### src/rtl/symbol_deser_pkg.sv
// Shared types and sizing helpers for the start/stop-framed symbol deserializer.
package symbol_deser_pkg;

   // Receive FSM states. WAIT_IDLE parks the receiver after a bad stop bit.
   typedef enum logic [1:0] {
      IDLE      = 2'd0,
      DATA      = 2'd1,
      STOP      = 2'd2,
      WAIT_IDLE = 2'd3
   } deser_state_t;

   // Width of a counter that must be able to hold the value max_count.
   function automatic int cnt_width(input int max_count);
      if (max_count < 1) begin
         return 1;
      end
      return $clog2(max_count + 1);
   endfunction

endpackage

### src/rtl/symbol_deserializer.sv
// Recovers start/stop-framed symbols from a qualified serial bit stream and
// presents each good payload as a parallel word with a one-cycle valid strobe.
// Bad stop bits raise a one-cycle framing_error pulse, bump a saturating error
// counter and park the receiver until the line returns to the idle level.
module symbol_deserializer
   import symbol_deser_pkg::*;
#(
   parameter int   DATA_WIDTH    = 8,
   parameter int   STOP_BITS     = 1,
   parameter logic START_LEVEL   = 1'b0,
   parameter int   MSB_FIRST     = 0,
   parameter int   ERR_CNT_WIDTH = 8
) (
   input  logic                     clk,
   input  logic                     rst,
   input  logic                     in_bit,
   input  logic                     in_valid,
   input  logic                     err_clr,
   output logic [DATA_WIDTH-1:0]    parallel_data,
   output logic                     data_valid,
   output logic                     framing_error,
   output logic                     busy,
   output logic [ERR_CNT_WIDTH-1:0] err_count
);

   localparam int BIT_CW  = cnt_width(DATA_WIDTH);
   localparam int STOP_CW = cnt_width(STOP_BITS);

   localparam logic [BIT_CW-1:0]  LAST_BIT   = BIT_CW'(DATA_WIDTH - 1);
   localparam logic [STOP_CW-1:0] LAST_STOP  = STOP_CW'(STOP_BITS - 1);
   localparam logic               IDLE_LEVEL = ~START_LEVEL;

   deser_state_t           state;
   deser_state_t           state_next;
   logic [DATA_WIDTH-1:0]  shift_reg;
   logic [DATA_WIDTH-1:0]  shift_next;
   logic [BIT_CW-1:0]      bit_cnt;
   logic [BIT_CW-1:0]      bit_cnt_next;
   logic [STOP_CW-1:0]     stop_cnt;
   logic [STOP_CW-1:0]     stop_cnt_next;
   logic                   symbol_done;
   logic                   stop_error;

   // Next-state, shift and counter updates; nothing moves unless in_valid is high.
   always_comb begin
      state_next    = state;
      shift_next    = shift_reg;
      bit_cnt_next  = bit_cnt;
      stop_cnt_next = stop_cnt;
      symbol_done   = 1'b0;
      stop_error    = 1'b0;

      if (in_valid) begin
         case (state)
            IDLE: begin
               if (in_bit == START_LEVEL) begin
                  state_next   = DATA;
                  bit_cnt_next = '0;
               end
            end

            DATA: begin
               if (MSB_FIRST != 0) begin
                  shift_next = {shift_reg[DATA_WIDTH-2:0], in_bit};
               end else begin
                  shift_next = {in_bit, shift_reg[DATA_WIDTH-1:1]};
               end
               bit_cnt_next = bit_cnt + 1'b1;
               if (bit_cnt == LAST_BIT) begin
                  state_next    = STOP;
                  stop_cnt_next = '0;
               end
            end

            STOP: begin
               if (in_bit == IDLE_LEVEL) begin
                  if (stop_cnt == LAST_STOP) begin
                     symbol_done = 1'b1;
                     state_next  = IDLE;
                  end else begin
                     stop_cnt_next = stop_cnt + 1'b1;
                  end
               end else begin
                  stop_error = 1'b1;
                  state_next = WAIT_IDLE;
               end
            end

            WAIT_IDLE: begin
               if (in_bit == IDLE_LEVEL) begin
                  state_next = IDLE;
               end
            end

            default: begin
               state_next = IDLE;
            end
         endcase
      end
   end

   // State, shift register and registered output strobes.
   always_ff @(posedge clk) begin
      if (rst) begin
         state         <= IDLE;
         shift_reg     <= '0;
         bit_cnt       <= '0;
         stop_cnt      <= '0;
         parallel_data <= '0;
         data_valid    <= 1'b0;
         framing_error <= 1'b0;
      end else begin
         state         <= state_next;
         shift_reg     <= shift_next;
         bit_cnt       <= bit_cnt_next;
         stop_cnt      <= stop_cnt_next;
         data_valid    <= symbol_done;
         framing_error <= stop_error;
         if (symbol_done) begin
            parallel_data <= shift_reg;
         end
      end
   end

   // Saturating framing-error counter; a clear beats a coincident new error.
   always_ff @(posedge clk) begin
      if (rst) begin
         err_count <= '0;
      end else if (err_clr) begin
         err_count <= '0;
      end else if (stop_error && (err_count != '1)) begin
         err_count <= err_count + 1'b1;
      end
   end

   assign busy = (state != IDLE);

endmodule

### config.mk
export PLATFORM = sky130hd
export DESIGN_NAME = symbol_deserializer
export DESIGN_NICKNAME = d
export VERILOG_FILES = /design/src/rtl/symbol_deser_pkg.sv /design/src/rtl/symbol_deserializer.sv
export SDC_FILE = /design/constraint.sdc
export NUM_CORES = 1
export LEC_CHECK = 0
export ABC_CLOCK_PERIOD_IN_PS = 2200
export CORE_MARGIN = 2
export CORE_UTILIZATION = 45
export CTS_BUF_LIST = sky130_fd_sc_hd__clkbuf_8
export CTS_CLUSTER_DIAMETER = 40
export DETAILED_ROUTE_END_ITERATION = 8
export GPL_ROUTABILITY_DRIVEN = 1
export GPL_TIMING_DRIVEN = 0
export PLACE_DENSITY = 0.77
export SETUP_SLACK_MARGIN = 0.02
export SYNTH_ARGS = -nofsm -noshare
export SYNTH_HDL_FRONTEND = slang
export SYNTH_SLANG_ARGS = --single-unit
### constraint.sdc
create_clock -name clk -period 2.2 [get_ports clk]
set_input_delay 0.44 -clock clk [delete_from_list [all_inputs] [get_ports clk]]
set_output_delay 0.44 -clock clk [all_outputs]
set_load 0.02 [all_outputs]
* Word-level counts from Yosys, hierarchy flattened
Index checks and enable logic that the tools add are counted.
** Word-level totals
- Bits in registers :: 33
- Bits of input ports :: 5
- Output and inout port bits :: 19
- Logic and storage cells :: 50
** Cells by class
- Add/subtract/negate cells :: 3
- Eq/ne operators :: 10
- Multiplexer cells :: 19
- Reductions and logical operators :: 10
** Operator list (count)
- $mux 1 :: 10
- $mux 2 :: 5
- $add 8x1->8 const B :: 1
- $ne 2x2->1 const B :: 4
- $ne 8x8->1 const B :: 1
- $pmux 2 s4 :: 1
- $pmux 4 s2 :: 1
- $reduce_bool 2->1 :: 3
- $reduce_and 5->1 :: 1
- $add 4x1->4 const B :: 1
- $eq 2x2->1 const B :: 2
- $eq 4x3->1 const B :: 1
- $mux 4 :: 1
- $reduce_and 4->1 :: 1
- $ne 3x3->1 const B :: 1
- $reduce_and 3->1 :: 1
- $eq 2x1->1 const B :: 1
- $logic_not 2->1 :: 1
- $pmux 1 s2 :: 1
- $reduce_and 2->1 :: 1
- $reduce_or 2->1 :: 1
- $add 1x1->1 const B :: 1
- $logic_and 1x1->1 :: 1

* Logic depth before layout (Yosys ltp)
- Word-level depth :: 4
- Depth in mapped cells :: 6

* Least setup slack after synthesis
OpenSTA, ideal clock, no wires.
- Path kind :: register to register
- Start :: reg err_count[0]
- End :: reg err_count[1]
- Setup time :: 0.124 ns
- Data arrival time :: 1.326 ns
- Data required time :: 2.076 ns
- Path slack :: 0.749 ns
- Cell stages (with the launch flop) :: 6
- Period minus slack after synthesis :: 1.451 ns
- Cells stage by stage :: dfxtp_1 -> ha_1 -> nand3_1 -> o21ai_2 -> mux2i_1 -> nor2_1
** Between the ends
- Word-level cells in the longest chain between the ends :: 2
- Elaborated cells between the ends (all ways) :: 3
** RTL lines
- start: declaration :: line symbol_deserializer.sv:23 : output logic [ERR_CNT_WIDTH-1:0] err_count
- start signal: assignment :: line symbol_deserializer.sv:132 : err_count <= err_count + 1'b1;
- branches (longest 2 deep; another with $add 8x1->8)
Parallel ways; which one is timed is not known.
A chain may end at the register's enable or synchronous reset.

* Worst setup path in the final report
- Start :: reg state[1]
- End :: out busy
** Between the ends
- Word-level cells in the longest chain between the ends :: 1
** RTL lines
- start: declaration :: line symbol_deserializer.sv:33 : deser_state_t state;
- start signal: assignment :: line symbol_deserializer.sv:113 : state <= state_next;
- $reduce_bool 2->1 :: line symbol_deserializer.sv:136 : assign busy = (state != IDLE);
- end: declaration :: line symbol_deserializer.sv:22 : output logic busy,
No other way between the ends.

==> impl_metrics.toml <==
[finish]
post-route-util_pct = 58.6
diodes = 0
area_delta_synth_final_pct = 27.3
nets = 189
drive_above_1_share_pct = 10.9
fillCellCount = 246

[critical_path]
crit_required_ps = 1760
crit_fanout = 10
critPathLaunchType = "flop"
reg2reg_to = "err_count[1]"
path_class = "flop to output pin"
endpoint_kind = "output pin"
worstPathArrival_ps = 1670
slowest_delay_ps = 530
r2r_start = "err_count[0]"
reg2reg_depth = 5
crit_slowest_cell = "clkdlybuf4s50_1"
rrSetupSlack_ps = 700
path_cells = "clkbuf_2 -> or2_2 -> clkdlybuf4s50_1"

[routing]
firstDrtPassIters = 4
routed_wl_um = 2680
drt_iter0_drc = 45
ant_nets = 0
viasPerCell = 5.32
wl_per_cell_um = 12.4
drc = 0
via_count = 1150

[power]
p_comb_share_pct = 4.5
p_sw_mw = 0.250
cellPowerDensity_mw_per_mm2 = 683
p_sw_share_pct = 21.0
peakVddDrop_mv = 0.365
power_frac_clock_pct = 46.4
leakagePower_nw = 0.692
p_seq_share_pct = 49.1
cellInternalPower_mw = 0.941

[clock_tree]
clk_latency_ps = 280
htree_levels = 2
clk_transition_reported_paths_ps = 70
cts_tree = "done"
clockBufferDepth = 2
numCtsBuffers = 5
cts_sinks = 32
postCtsSetupRepairBufs = 0
cts-root-buf = "clkbuf_8"

[timing]
worst_pin_slew_ps = 435
setup_tns_ps = 0
timing.final.crit_period_ps = 2110
max_freq_ghz = 0.474
setup_viol = 0
slew_headroom_pct = 71.0
clock_skew_ps = 4.74
setup_slack_ps = 88.8
final.period_utilization_pct = 96.0
final_hold_viol_count = 0
whs_ps = 450
slew_violations = 0
grt_setup_unrepaired = "false"

[global_route]
grt_pass1_wl_um = 4800
grt_overflow = 0
first_global_vias = 1102
grtUsageTotal_pct = 18.2
grt_max_degree = 12
antenna_found_initial = 0

[logic_synthesis]
yosys-top-cells-area = "dfxtp_1 (47%), mux2i_1 (8.0%), nor2_1 (6.3%), nand2_1 (4.9%), a21oi_1 (4.7%)"
synthArstFlopShare_pct = 0
synth_seq_cells = 32
ys_types = 36
yosys_most_used_dff = "dfxtp_1"
synth_area_per_cell_um2 = 8.95
synth_fp_nets = 160
netlist_area_mm2 = 0.00137
yosysSeqAreaShare_pct = 46.8
syn_inst = 153
synth_edf_count = 0
synth_warnings = 0
yosys.area.top_type = "dfxtp_1"
synth_top_area_share_pct = 46.8

[worst_hold_path]
hp-class = "input port to flop"
min_from = "in_bit"
min_path_cells = 2
whs_endpoint = "state[1]"

[die]
initial_utilization_pct = 46.0
die_x_um = 59.2
core_area_mm2 = 0.00298
die_h_um = 59.2
row_count = 20
dieArea_mm2 = 0.00350
top_level_ports = 24

[placement]
port-buffer-count = 22
place_hpwl_um = 1910
place_congestion = 0.869
post-place-ws_ps = 244

[outcome]
outcome = "finished, final reports clean"

[job]
drv_cap = 0
-- metrics by stage --
step	instances	total power, mW	instance area (µm²)
after CTS	216	1.20	1740
after global routing	216	1.24	1740
after global placement	208	0.649	1630
after detailed placement	208	0.651	1630
final	216	1.19	1740
after floorplan	153	0.634	1370
-- worst max-delay path by stage --
stage	from	to	slack [ps]	cells past startpoint
6_report	state[1]	busy	90	3
5_1_grt	state[1]	busy	30	3
4_1_cts	state[1]	busy	80	3
3_5_place_dp	in_valid	err_count[5]	240	7
3_3_place_gp	in_valid	err_count[5]	300	7
2_1_floorplan	err_count[0]	err_count[1]	750	5
-- worst max-delay path, delay by kind of cell (launching register included) --
family        cells  cell delay (ps)
simple gates      1              310
flops             1              340
buf+inv           2              720
-- cell usage after synthesis, types with 3 or more instances --
master	instances
nor2b_1	3
nor2_1	23
buf_2	4
nand4_1	4
nand3_1	5
a21oi_1	13
clkbuf_1	3
nand2_1	18
dfxtp_1	32
mux2i_1	11
xor2_1	4
-- layout by cell type, fill, tap and decap left out, drive strengths merged, types with 5 or more instances in the layout --
cell type / netlist / routed
a21oi: 13 / 13
buf: 7 / 7
clkbuf: 3 / 8
clkdlybuf4s50: 0 / 22
dfxtp: 32 / 32
mux2i: 11 / 11
nand2: 18 / 18
nand3: 5 / 5
nor2: 23 / 23
-- routing by layer --
metal  global-route usage, %  part of all wire [%]  vias up
li1                        -                     -      585
met1                    21.3                    45      534
met2                    30.6                    49       25
met3                    6.55                   4.1        6
met4                    6.82                   1.6        0
met5                       0                     0        -
-- repair_timing --
item | in CTS | in global routing
hold buffers | 0 | 0
resized for setup | 1 | 0
setup endpoints to repair | 1 | 0
-- power groups by stage --
stage          Combinational [mW]  Clock, mW  Sequential (mW)
6_report                   0.0535      0.553            0.584
5_1_grt                    0.0589      0.594            0.584
4_1_cts                    0.0537      0.564            0.584
3_5_place_dp               0.0534          0            0.597
3_3_place_gp               0.0522          0            0.597
2_1_floorplan              0.0369          0            0.597
-- final cells by class --
type,count,area [µm²],share of cell area [%]
clock buffers,5,68.8,3.95
inverters,1,3.75,0.215
repair buffers,22,220,12.6
clock inverters,3,42.5,2.44
multi-input cells,110,672,38.5
flip-flops and latches,32,641,36.7
well taps,33,41.3,2.37
plain buffers,10,55.1,3.16
-- kinds of logic (layout without fill, tap and decap cells) --
logic type / after synthesis / count (layout) / share of synthesized area (%)
adder cells (fa/ha/maj): 2 / 2 / 1.83
flip-flops: 32 / 32 / 46.8
AND/OR/NAND/NOR: 70 / 70 / 26.4
buffers and inverters: 11 / 41 / 4.20
AO/OA/AOI/OAI: 21 / 21 / 8.95
multiplexers: 11 / 11 / 8.04
XOR/XNOR: 6 / 6 / 3.84
Note: power is estimated with default switching activity, not from simulation.
